**config.mk**
```make
export PLATFORM = sky130hd
export DESIGN_NAME = plmux_pipe_stage
export DESIGN_NICKNAME = d
export VERILOG_FILES = /design/src/rtl/plmux_pipe_stage.sv
export SDC_FILE = /design/constraint.sdc
export NUM_CORES = 1
export LEC_CHECK = 0
export CAP_MARGIN = 0
export CORE_MARGIN = 2
export CORE_UTILIZATION = 36
export DETAILED_ROUTE_END_ITERATION = 10
export PLACE_DENSITY = 0.76
export SLEW_MARGIN = 30
export SYNTH_ARGS = -nofsm -noshare
export SYNTH_HDL_FRONTEND = slang
export SYNTH_SLANG_ARGS = --single-unit
```
**constraint.sdc**
```tcl
create_clock -name CLK_i -period 2.4 [get_ports CLK_i]
set_clock_uncertainty 0.15 [all_clocks]
set_input_delay 0.6 -clock CLK_i [delete_from_list [all_inputs] [get_ports CLK_i]]
set_output_delay 0.6 -clock CLK_i [all_outputs]
set_load 0.02 [all_outputs]
```
**src/rtl/plmux_pipe_stage.sv**
```systemverilog
// -----------------------------------------------------------------------------
// plmux_pipe_stage
//
// One column stage of the pipelined readback/merge daisy chain. A tagged token
// (column tag + data) arrives from the previous column. The stage classifies
// it against its own column ID:
//   SEL   - tag matches COL_ID_i, or this is the last column: local data
//           replaces the token data.
//   BCAST - tag is zero and not SEL: local data is ORed into the token data.
//   PASS  - anything else: the token is forwarded untouched.
// The merged token is registered in a one-entry output slot and handed to the
// next column under valid/ready flow control. A saturating counter tracks how
// many tokens consumed local data.
//
// Optional feature macro: PLMUX_SKID_EN
//   When defined, a one-entry skid buffer sits in front of the merge logic so
//   that PREV_READY_o is a pure register output. Tokens that cannot go
//   straight to the output slot are parked raw in the skid. They are classified
//   and merged when they move to the output.
//   When undefined, PREV_READY_o is combinational and the stage stalls the
//   upstream column directly.
//
// Parameters:
//   DW    - token / local data width
//   CW    - column ID / tag width
//   CNT_W - merged-token counter width
//
// Ports:
//   CLK_i, RST_N_i          clock, synchronous active-low reset
//   LAST_COL_i, COL_ID_i    static straps (last column, column ID)
//   PREV_VALID_i/READY_o    upstream handshake
//   PREV_COL_i, PREV_DATA_i upstream token
//   MY_VALID_i, MY_READY_o  local data handshake (MY_READY_o is a 1-cycle pulse)
//   MY_COL_DATA_i           local column data
//   NEXT_VALID_o/READY_i    downstream handshake
//   NEXT_COL_o, NEXT_DATA_o downstream token
//   MERGE_CNT_o             saturating count of tokens that used local data
// -----------------------------------------------------------------------------
module plmux_pipe_stage #(
  parameter int DW    = 36,
  parameter int CW    = 10,
  parameter int CNT_W = 16
) (
  input  logic             CLK_i,
  input  logic             RST_N_i,
  input  logic             LAST_COL_i,
  input  logic [CW-1:0]    COL_ID_i,
  input  logic             PREV_VALID_i,
  output logic             PREV_READY_o,
  input  logic [CW-1:0]    PREV_COL_i,
  input  logic [DW-1:0]    PREV_DATA_i,
  input  logic             MY_VALID_i,
  output logic             MY_READY_o,
  input  logic [DW-1:0]    MY_COL_DATA_i,
  output logic             NEXT_VALID_o,
  input  logic             NEXT_READY_i,
  output logic [CW-1:0]    NEXT_COL_o,
  output logic [DW-1:0]    NEXT_DATA_o,
  output logic [CNT_W-1:0] MERGE_CNT_o
);

  // Candidate token that is being offered to the output slot this cycle.
  logic          cand_valid;
  logic [CW-1:0] cand_col;
  logic [DW-1:0] cand_data;

  logic          is_sel;
  logic          is_bcast;
  logic          need_local;
  logic [DW-1:0] result;
  logic          slot_free;
  logic          move;

`ifdef PLMUX_SKID_EN
  logic          skid_valid;
  logic [CW-1:0] skid_col;
  logic [DW-1:0] skid_data;
  logic          in_accept;

  // A parked skid token always has priority over new upstream traffic; while
  // the skid is full upstream is not accepted, so order is preserved.
  always_comb begin
    cand_valid = skid_valid | PREV_VALID_i;
    cand_col   = skid_valid ? skid_col  : PREV_COL_i;
    cand_data  = skid_valid ? skid_data : PREV_DATA_i;
  end
`else
  always_comb begin
    cand_valid = PREV_VALID_i;
    cand_col   = PREV_COL_i;
    cand_data  = PREV_DATA_i;
  end
`endif

  // SEL wins over BCAST, so column 0 seeing tag 0 replaces rather than ORs.
  always_comb begin
    is_sel     = LAST_COL_i | (cand_col == COL_ID_i);
    is_bcast   = !is_sel & (cand_col == '0);
    need_local = is_sel | is_bcast;
    if (is_sel) begin
      result = MY_COL_DATA_i;
    end else if (is_bcast) begin
      result = MY_COL_DATA_i | cand_data;
    end else begin
      result = cand_data;
    end
  end

  // A token only moves into the output slot when local data is present for it
  // (if needed), so an invalid local source is never merged.
  always_comb begin
    slot_free  = !NEXT_VALID_o | NEXT_READY_i;
    move       = RST_N_i & cand_valid & slot_free & (!need_local | MY_VALID_i);
    MY_READY_o = move & need_local;
  end

`ifdef PLMUX_SKID_EN
  assign PREV_READY_o = !skid_valid;
  assign in_accept    = PREV_VALID_i & !skid_valid;

  // The skid holds an upstream token that was accepted but could not reach the
  // output slot in the same cycle; it empties as soon as it moves out.
  always_ff @(posedge CLK_i) begin
    if (!RST_N_i) begin
      skid_valid <= 1'b0;
      skid_col   <= '0;
      skid_data  <= '0;
    end else if (skid_valid) begin
      if (move) begin
        skid_valid <= 1'b0;
      end
    end else if (in_accept && !move) begin
      skid_valid <= 1'b1;
      skid_col   <= PREV_COL_i;
      skid_data  <= PREV_DATA_i;
    end
  end
`else
  // Ready is gated by reset so nothing is handshaken while the stage is held.
  assign PREV_READY_o = RST_N_i & slot_free & (!need_local | MY_VALID_i);
`endif

  // Output slot: loading a new token wins over draining, so a simultaneous
  // drain and accept simply overwrites the register and keeps valid high.
  always_ff @(posedge CLK_i) begin
    if (!RST_N_i) begin
      NEXT_VALID_o <= 1'b0;
      NEXT_COL_o   <= '0;
      NEXT_DATA_o  <= '0;
    end else if (move) begin
      NEXT_VALID_o <= 1'b1;
      NEXT_COL_o   <= cand_col;
      NEXT_DATA_o  <= result;
    end else if (NEXT_READY_i) begin
      NEXT_VALID_o <= 1'b0;
    end
  end

  // Merge counter sticks at all-ones instead of wrapping.
  always_ff @(posedge CLK_i) begin
    if (!RST_N_i) begin
      MERGE_CNT_o <= '0;
    end else if (MY_READY_o && (MERGE_CNT_o != {CNT_W{1'b1}})) begin
      MERGE_CNT_o <= MERGE_CNT_o + {{(CNT_W-1){1'b0}}, 1'b1};
    end
  end

endmodule
```
* Word level (Yosys, flattened, before mapping)
Cells that the tools add are included.
** Storage, ports and cells
- Memories :: 0
- Input bits :: 98
- Register bits :: 63
- Output and inout bits :: 65
- Bits in read-only memories :: 0
- Latch bits :: 0
- Memory bits (writable) :: 0
** Cells by class
- Eq/ne operators :: 2
- Bitwise gates (word level) :: 12
- Multiply operators :: 0
- Shift operators :: 0
- Reduce and logical (&&, ||, !) cells :: 6
- Divide/modulo/power cells :: 0
- Multiplexer cells :: 4
- $lt $le $gt $ge :: 0
- Add/subtract/negate cells :: 1
** Operators by type and width (count)
- $mux W36 :: 2
- $or A36 B36 Y36 :: 1
- $add A16 B1 Y16 const B :: 1
- $ne A16 B16 Y1 const B :: 1
- $eq A10 B10 Y1 :: 1
- $logic_not A10 Y1 :: 1
- $and A1 B1 Y1 :: 7
- $or A1 B1 Y1 :: 4
- $logic_not A1 Y1 :: 3
- $mux W1 :: 2
- $reduce_bool A2 Y1 :: 1
- $logic_and A1 B1 Y1 :: 1

* Logic depth before layout (Yosys ltp)
Gate-level depths: netlist of run 1.
- Depth after elaboration :: 10
- Gate-level depth with buffers :: 7
- Mapped depth without buffers :: 6

* Least setup slack after synthesis of run 1
Ideal clock, no wire load.
- Kind :: input -> output
- From :: input PREV_COL_i[5]
- To :: output PREV_READY_o
- Data arrival time :: 1.792 ns
- Required time :: 1.650 ns
- Stages on the path :: 5
- Buffers on the path :: 1
- Setup slack :: -0.142 ns
- Cell sequence :: nor4_1 a31oi_1 o31a_2 clkbuf_1 o211a_1
** On the way
- Cells in the longest elaborated chain, start to end :: 8
- Elaborated cells on any way between the ends :: 9
** Ends and longest elaborated chain
- from (decl) :: line 50 : input logic [CW-1:0] PREV_COL_i,
- $eq A10 B10 Y1 :: line 97 : is_sel = LAST_COL_i | (cand_col == COL_ID_i);
- $or A1 B1 Y1 :: line 97
- $logic_not A1 Y1 :: line 98 : is_bcast = !is_sel & (cand_col == '0);
- $and A1 B1 Y1 :: line 98
- $or A1 B1 Y1 (*) :: line 99 : need_local = is_sel | is_bcast;
- $logic_not A1 Y1 (*) :: line 140 : assign PREV_READY_o = RST_N_i & slot_free & (!need_local | MY_VALID_i);
- $or A1 B1 Y1 (*) :: line 140
- $and A1 B1 Y1 (*) :: line 140
- to (decl) :: line 49 : output logic PREV_READY_o,
Every way passes the cells marked *; elsewhere a longest branch is shown, timed or not.

* Worst setup path after layout of run 1
- From :: input COL_ID_i[2]
- To :: output PREV_READY_o
** On the way
- Cells in the longest elaborated chain, start to end :: 8
** Ends and longest elaborated chain
- from (decl) :: line 47 : input logic [CW-1:0] COL_ID_i,
- $eq A10 B10 Y1 (*) :: line 97
- $or A1 B1 Y1 (*) :: line 97
- $logic_not A1 Y1 :: line 98
- $and A1 B1 Y1 :: line 98
- $or A1 B1 Y1 (*) :: line 99
- $logic_not A1 Y1 (*) :: line 140
- $or A1 B1 Y1 (*) :: line 140
- $and A1 B1 Y1 (*) :: line 140
Marks and branches as above.

==> results.md, run 1 <==
* Outcome: finished with violations
* Failing checks: negative setup slack
* Arrival @ worst endpoint at 1.83 ns
* Total nets after synthesis at about 400
* Final design utilization at 0.670
* RSZ-0062 raised after global routing: yes
* HPWL after DPL at approximately 7.1 mm
* Nets at around 610
* Mapped Cells at 306
* Die width at 96.0 µm
* Reg2Reg Depth at 6
* CTS tree: done
* Worst IR drop on VDD at around 0.23 mV
* Vias in the first global route at 3206
* Synth warn at 0
* Synth top area cells: dfxtp_1, a221o_2, nor3b_1
* Vias at 3244
* DRC Markers at 0
* CTS H-tree depth at 3
* Cell Pwr Density at between 400 and 500 mW/mm²
* WHS Path Cells at 2
* Bufs on Longest Clock Path at 2
* Pre-antenna DRT Iters at 4
* Avg WL per Cell at 16.9 µm
* Syn Area/Cell at 9.96 µm²
* Post-synthesis xor/xnor area fraction at 0.0287
* Layout cells sized above 1 at 0.292
* RD Place Congestion at 0.864
* Setup CP Type: input pin to output pin
* Sink Count at 63
* CP Max Fanout at 3
* Slew HR at 0.707
* Grt total ovfl at 0
* MaxCap Viol Count at 0
* Multi-input gate area at 0.00175 mm²
* Top cell type's share of synthesized area at 0.414
* CTS clk-pin slew, worst paths at around 0.070 ns
* Worst Setup Slack, final at -0.182 ns
* Endpoints failing hold at 0
* Slew @ Worst Pin at around 0.44 ns
* Compound-Gate Fraction of Synth Area at 0.167
* Antenna cell count at 0
* Die span in y at 96.0 µm
* Seq/Total Area, Yosys at 0.414
* Filler cells at 639
* Synth cell types at 37
* Initial DRC Count at 130
* Die Area at approximately 0.0092 mm²
* Leak Pwr at 2.18 nW
* Startpoint types: input pin
* Max Fclk at 387 MHz
* I/O pin count at 163
* First-pass GRT wire length at 15.6 mm
* Period minus WS final at 2.58 ns
* Mux cell area share after synthesis at 0.0821
* Number of synthesized register bits at between 60 and 70
* CP endpoint kind: output pin
* Final setup vio count at 38
* Fin crit share at 1.08
* All-Layer GR Usage at 0.219
* Synth Area in Simple Gates at 0.238
* Antenna Nets Post-Route at 0
* HP Class: register to register
* IO Port Bufs at 162
* Flip-flop and latch area at 0.00126 mm²
* CTS root buffer: clkbuf_8
* Cell row count at 33
* TritonCTS Buffers at 9
* Initial antenna violation count at 0
* Post-Synth Adder-Cell Area at 0.00411
* Core region area at 0.00822 mm²
* Hold_buf cts at 0
* Largest area contributor in the netlist: dfxtp_1
* Max-slew violation count at 0
* Area growth from synthesis to final layout at 80.7%
* Vias/cell at ~5.2
* Routed wire length at 10.5 mm
* Largest net degree at the start of global routing at 38
* Clock Latency Late Sink at between 0.3 and 0.4 ns
* Post-Syn Area at ~0.003 mm²
* Crit path required time at 1.65 ns
* Dpl ws at -1.01 ns
* Largest family of logic cells by synthesized area: simple AND/OR/NAND/NOR gates
* Initial Utilization at 0.371
## kinds of logic after synthesis
kind of cell / Yosys count
AND/OR/NAND/NOR: 123
AO/OA/AOI/OAI: 47
flip-flops: 63
buffers and inverters: 37
multiplexers: 25
XOR/XNOR: 10
adder cells (fa/ha/maj): 1
## flip-flops by register name (all words and copies together), names as in the netlist
register and flops:
NEXT_DATA_o 36, MERGE_CNT_o 16, NEXT_COL_o 10, NEXT_VALID_o 1
## power by group
group / leakage [nW] / internal, mW / switching (mW)
clock: 0.0918 / 0.397 / 0.424
combinational: 1.57 / 0.425 / 0.271
sequential: 0.516 / 1.11 / 0.0335
## path summary, 6_finish.rpt
kind	start	to	slack, ns
max	COL_ID_i[2]	PREV_READY_o	-0.18
min	NEXT_COL_o[1]	NEXT_COL_o[1]	0.31
max reg2reg	MERGE_CNT_o[1]	MERGE_CNT_o[5]	0.15
min reg2reg	NEXT_COL_o[1]	NEXT_COL_o[1]	0.31
## worst max-delay path, cell delays in order
cell	delay, ns
dlygate4sd2_1	0.24
xnor2_1	0.13
nand2_1	0.10
o31a_4	0.39
o211a_4	0.25
buf_6	0.12
## per-layer routing
layer	share of wire	vias to the layer above	wire (µm)	GRT usage
li1	-	1561	-	-
met1	0.40	1545	4160	0.247
met2	0.52	126	5410	0.399
met3	0.077	12	804	0.0540
met4	0.011	0	112	0.0774
met5	0	-	0	0
## cell usage in the layout, fill, tap and decap left out, types with 3 or more instances in the layout
cell type / instances
a221o_2: 36
buf_12: 3
buf_16: 4
buf_2: 7
buf_4: 38
buf_6: 14
clkbuf_2: 3
clkbuf_8: 10
clkdlybuf4s50_1: 138
clkinv_2: 4
dfxtp_1: 62
dlygate4sd2_1: 3
inv_1: 14
mux2i_1: 25
nand2_1: 32
nand2b_1: 8
nand3_1: 8
nand4_1: 10
nor2_1: 4
nor3b_1: 36
nor4_1: 9
xnor2_2: 6
## layout make-up
| class | count | share of cell area |
|---|---|---|
| sequential | 63 | 0.229 |
| multi-input combinational | 206 | 0.317 |
| clock buffer | 10 | 0.0250 |
| inverter | 16 | 0.0114 |
| clock inverter | 6 | 0.00659 |
| tap | 105 | 0.0239 |
| timing repair buffer | 213 | 0.387 |
## synth_stat cells
cell type  count
a21oi_1        1
a221o_2       36
a221oi_1       1
a311oi_1       1
a311oi_4       1
a31oi_1        1
and2_1         1
and3_1         2
and4_1         1
buf_2          7
buf_4          2
buf_6          6
clkbuf_1       6
dfxtp_1       63
ha_1           1
inv_1         16
mux2i_1       25
nand2_1       32
nand2b_1       9
nand3_1        8
nand4_1       10
nor2_1         5
nor2_2         1
nor3_1         2
nor3_2         1
nor3b_1       36
nor4_1        11
o211a_1        1
o211ai_2       1
o21ai_0        2
o31a_2         1
o31ai_1        1
or2_2          1
or3_1          1
or3_4          1
or4_4          1
xnor2_1       10
## repair_timing
item                                    in CTS  in global routing
setup buffers                               19                  0
pin swaps                                   21                 16
endpoints found under the setup margin      58                 52
cloned                                       5                  0
gates resized for setup                    108                 22
## stage by stage
stage / hold slack [ns] / std cells / TNS (ns) / total power [mW] / instance area, µm²
global placement: 0.295 / 584 / -30.35 / 1.75 / 4980
CTS: 0.319 / 621 / -0.657 / 2.68 / 5500
detailed placement: 0.309 / 584 / -32.08 / 1.76 / 4980
finish: 0.312 / 619 / -1.41 / 2.66 / 5510
global route: 0.342 / 619 / -3.71 / 2.78 / 5510
floorplan: 0.386 / 306 / -0.0593 / 1.41 / 3100
Note: power is estimated with default switching activity, not from simulation.
==> run 2, diff against run 1 <==
CORE_MARGIN = 5   (was 2)
==> run 2 against run 1 <==
Sequential power barely moved. First-iteration DRC count shrank 11%. Critical endpoint unchanged. Highest routed layer unchanged. Critical path type unchanged. The run still ends with negative setup slack left. Worst hold slack better by 0.0081 ns.
==> results.md, run 2 (synthesis gave the netlist of run 1 again) <==
* Switching Share at 0.275
* Most frequent cells in the layout: clkdlybuf4s50_1, dfxtp_1, nor3b_1, a221o_2, buf_4
* Initial antenna violation count at 0
* Top reg by flops: NEXT_DATA_o
* Antenna cell count at 0
* Vias in the first global route at between 3000 and 4000
* Largest net degree at the start of global routing at 38
* Cell row count at 33
* Pre-antenna DRT Iters at 5
* Reg2Reg Depth at 6
* Core region area at roughly 0.008 mm²
* Area growth from synthesis to final layout at 82.2%
* HPWL after DPL at 7.58 mm
* Clock Latency Late Sink at between 0.3 and 0.4 ns
* Startpoint types: input pin
* Comb pwr share at 0.249
* First-pass GRT wire length at ~16 mm
* HP Class: register to register
* Internal Dissipation at 2.00 mW
* Die span in y at 102 µm
* Vias/cell at roughly 5.3
* Routed wire length at 11.4 mm
* Setup CP Type: input pin to output pin
* Die width at 102 µm
* I/O pin count at between 150 and 200
* Leak Pwr at 2.21 nW
* Reg power frac at 0.414
* CP Max Fanout at 3
* Failing checks: negative setup slack
* Period minus WS final at 2.57 ns
* Max reg flops at 36
* Crit path required time at 1.65 ns
* Commonest non-fill, non-tap cell in the layout: clkdlybuf4s50_1
* Total Power at 2.75 mW
* Initial DRC Count at 116
* Filler cells at 659
* RD Place Congestion at 0.907
* Sink Count at 63
* Bufs on Longest Clock Path at 2
* CTS tree: done
* Final setup vio count at 5
* Arrival @ worst endpoint at 1.82 ns
* Max Fclk at 390 MHz
* CTS root buffer: clkbuf_8
* Grt total ovfl at 0
* RSZ-0062 raised after global routing: yes
* Fin crit share at 1.07
* Antenna Nets Post-Route at 0
* Cell Pwr Density at 496 mW/mm²
* Layout cells sized above 1 at 0.290
* CTS H-tree depth at 3
* Endpoints failing hold at 0
* MaxCap Viol Count at 0
* Max-slew violation count at 0
* IO Port Bufs at 162
* Slew @ Worst Pin at 0.519 ns
* Sw Pwr at 0.758 mW
* DRC Markers at 0
* Worst Setup Slack, final at -0.166 ns
* Die Area at between 0.01 and 0.015 mm²
* Initial Utilization at 0.371
* Avg WL per Cell at 18.5 µm
* Nets at 607
* Dpl ws at -1.03 ns
* Setup TNS at -0.220 ns
* TritonCTS Buffers at 9
* Clock power frac at 0.337
* WHS Path Cells at 2
* CTS clk-pin slew, worst paths at 0.07 ns
* All-Layer GR Usage at 0.202
* Worst IR drop on VDD at slightly above 0.3 mV
* Vias at 3255
* Outcome: finished with violations
* CP endpoint kind: output pin
* Biggest regs: NEXT_DATA_o x36, MERGE_CNT_o x16, NEXT_COL_o x10
* Slew HR at 0.651
[run 2: worst max-delay path, stage by stage]
cell and delay (ns):
buf_6 0.10, xnor2_2 0.17, nand4_1 0.18, o31a_4 0.40
o211a_4 0.24, buf_6 0.13
[run 2: repair_timing]
item / 4_1_cts / 5_1_grt
setup buffers: 16 / 1
endpoints found under the setup margin: 61 / 38
pin swaps: 18 / 6
cloned: 3 / 5
hold buffers: 0 / 0
resized for setup: 124 / 14
[run 2: area by class of cell]
cell class              count  area, µm²  share of cell area
clock inverters             7       71.3              0.0128
flip-flops and latches     63       1260               0.227
multi-input cells         206       1750               0.316
clock buffers               9        124              0.0223
inverters                  16       60.1              0.0108
repair buffers            212       2150               0.388
well taps                 105        131              0.0237
[run 2: layer usage]
layer,vias up,part of all wire,GRT usage,wire (µm)
met5,-,0,0,0
met4,0,0.010,0.0525,116
met3,11,0.092,0.0567,1050
met2,132,0.50,0.357,5720
met1,1552,0.40,0.241,4560
li1,1560,-,-,-
[run 2: worst paths after layout]
check,slack (ns),start,endpoint
min reg2reg,0.32,NEXT_COL_o[6],NEXT_COL_o[6]
min,0.32,NEXT_COL_o[6],NEXT_COL_o[6]
max reg2reg,0.12,MERGE_CNT_o[0],MERGE_CNT_o[5]
max,-0.17,COL_ID_i[6],PREV_READY_o
[run 2: metrics by stage]
| step | util | instance area [µm²] | hold WS (ns) | instances |
|---|---|---|---|---|
| final | 0.676 | 5550 | 0.320 | 618 |
| after global routing | 0.676 | 5550 | 0.340 | 618 |
| after CTS | 0.659 | 5410 | 0.324 | 616 |
| after detailed placement | 0.606 | 4980 | 0.310 | 583 |
| after global placement | 0.606 | 4980 | 0.295 | 583 |
| after floorplan | - | 3100 | 0.386 | 306 |
[run 2: power groups by stage]
| stage | registers, mW | clock network [mW] | logic [mW] |
|---|---|---|---|
| 6_report | 1.14 | 0.929 | 0.685 |
| 2_1_floorplan | 1.23 | 0 | 0.175 |
| 5_1_grt | 1.15 | 1.01 | 0.722 |
| 3_5_place_dp | 1.16 | 0 | 0.602 |
| 4_1_cts | 1.14 | 0.953 | 0.663 |
| 3_3_place_gp | 1.16 | 0 | 0.596 |
==> run 3, diff against run 2 <==
CAP_MARGIN = not set   (was 0)
==> results of run 3 <==
Same layout as run 2: the final DEF is identical, and so are final timing and power.
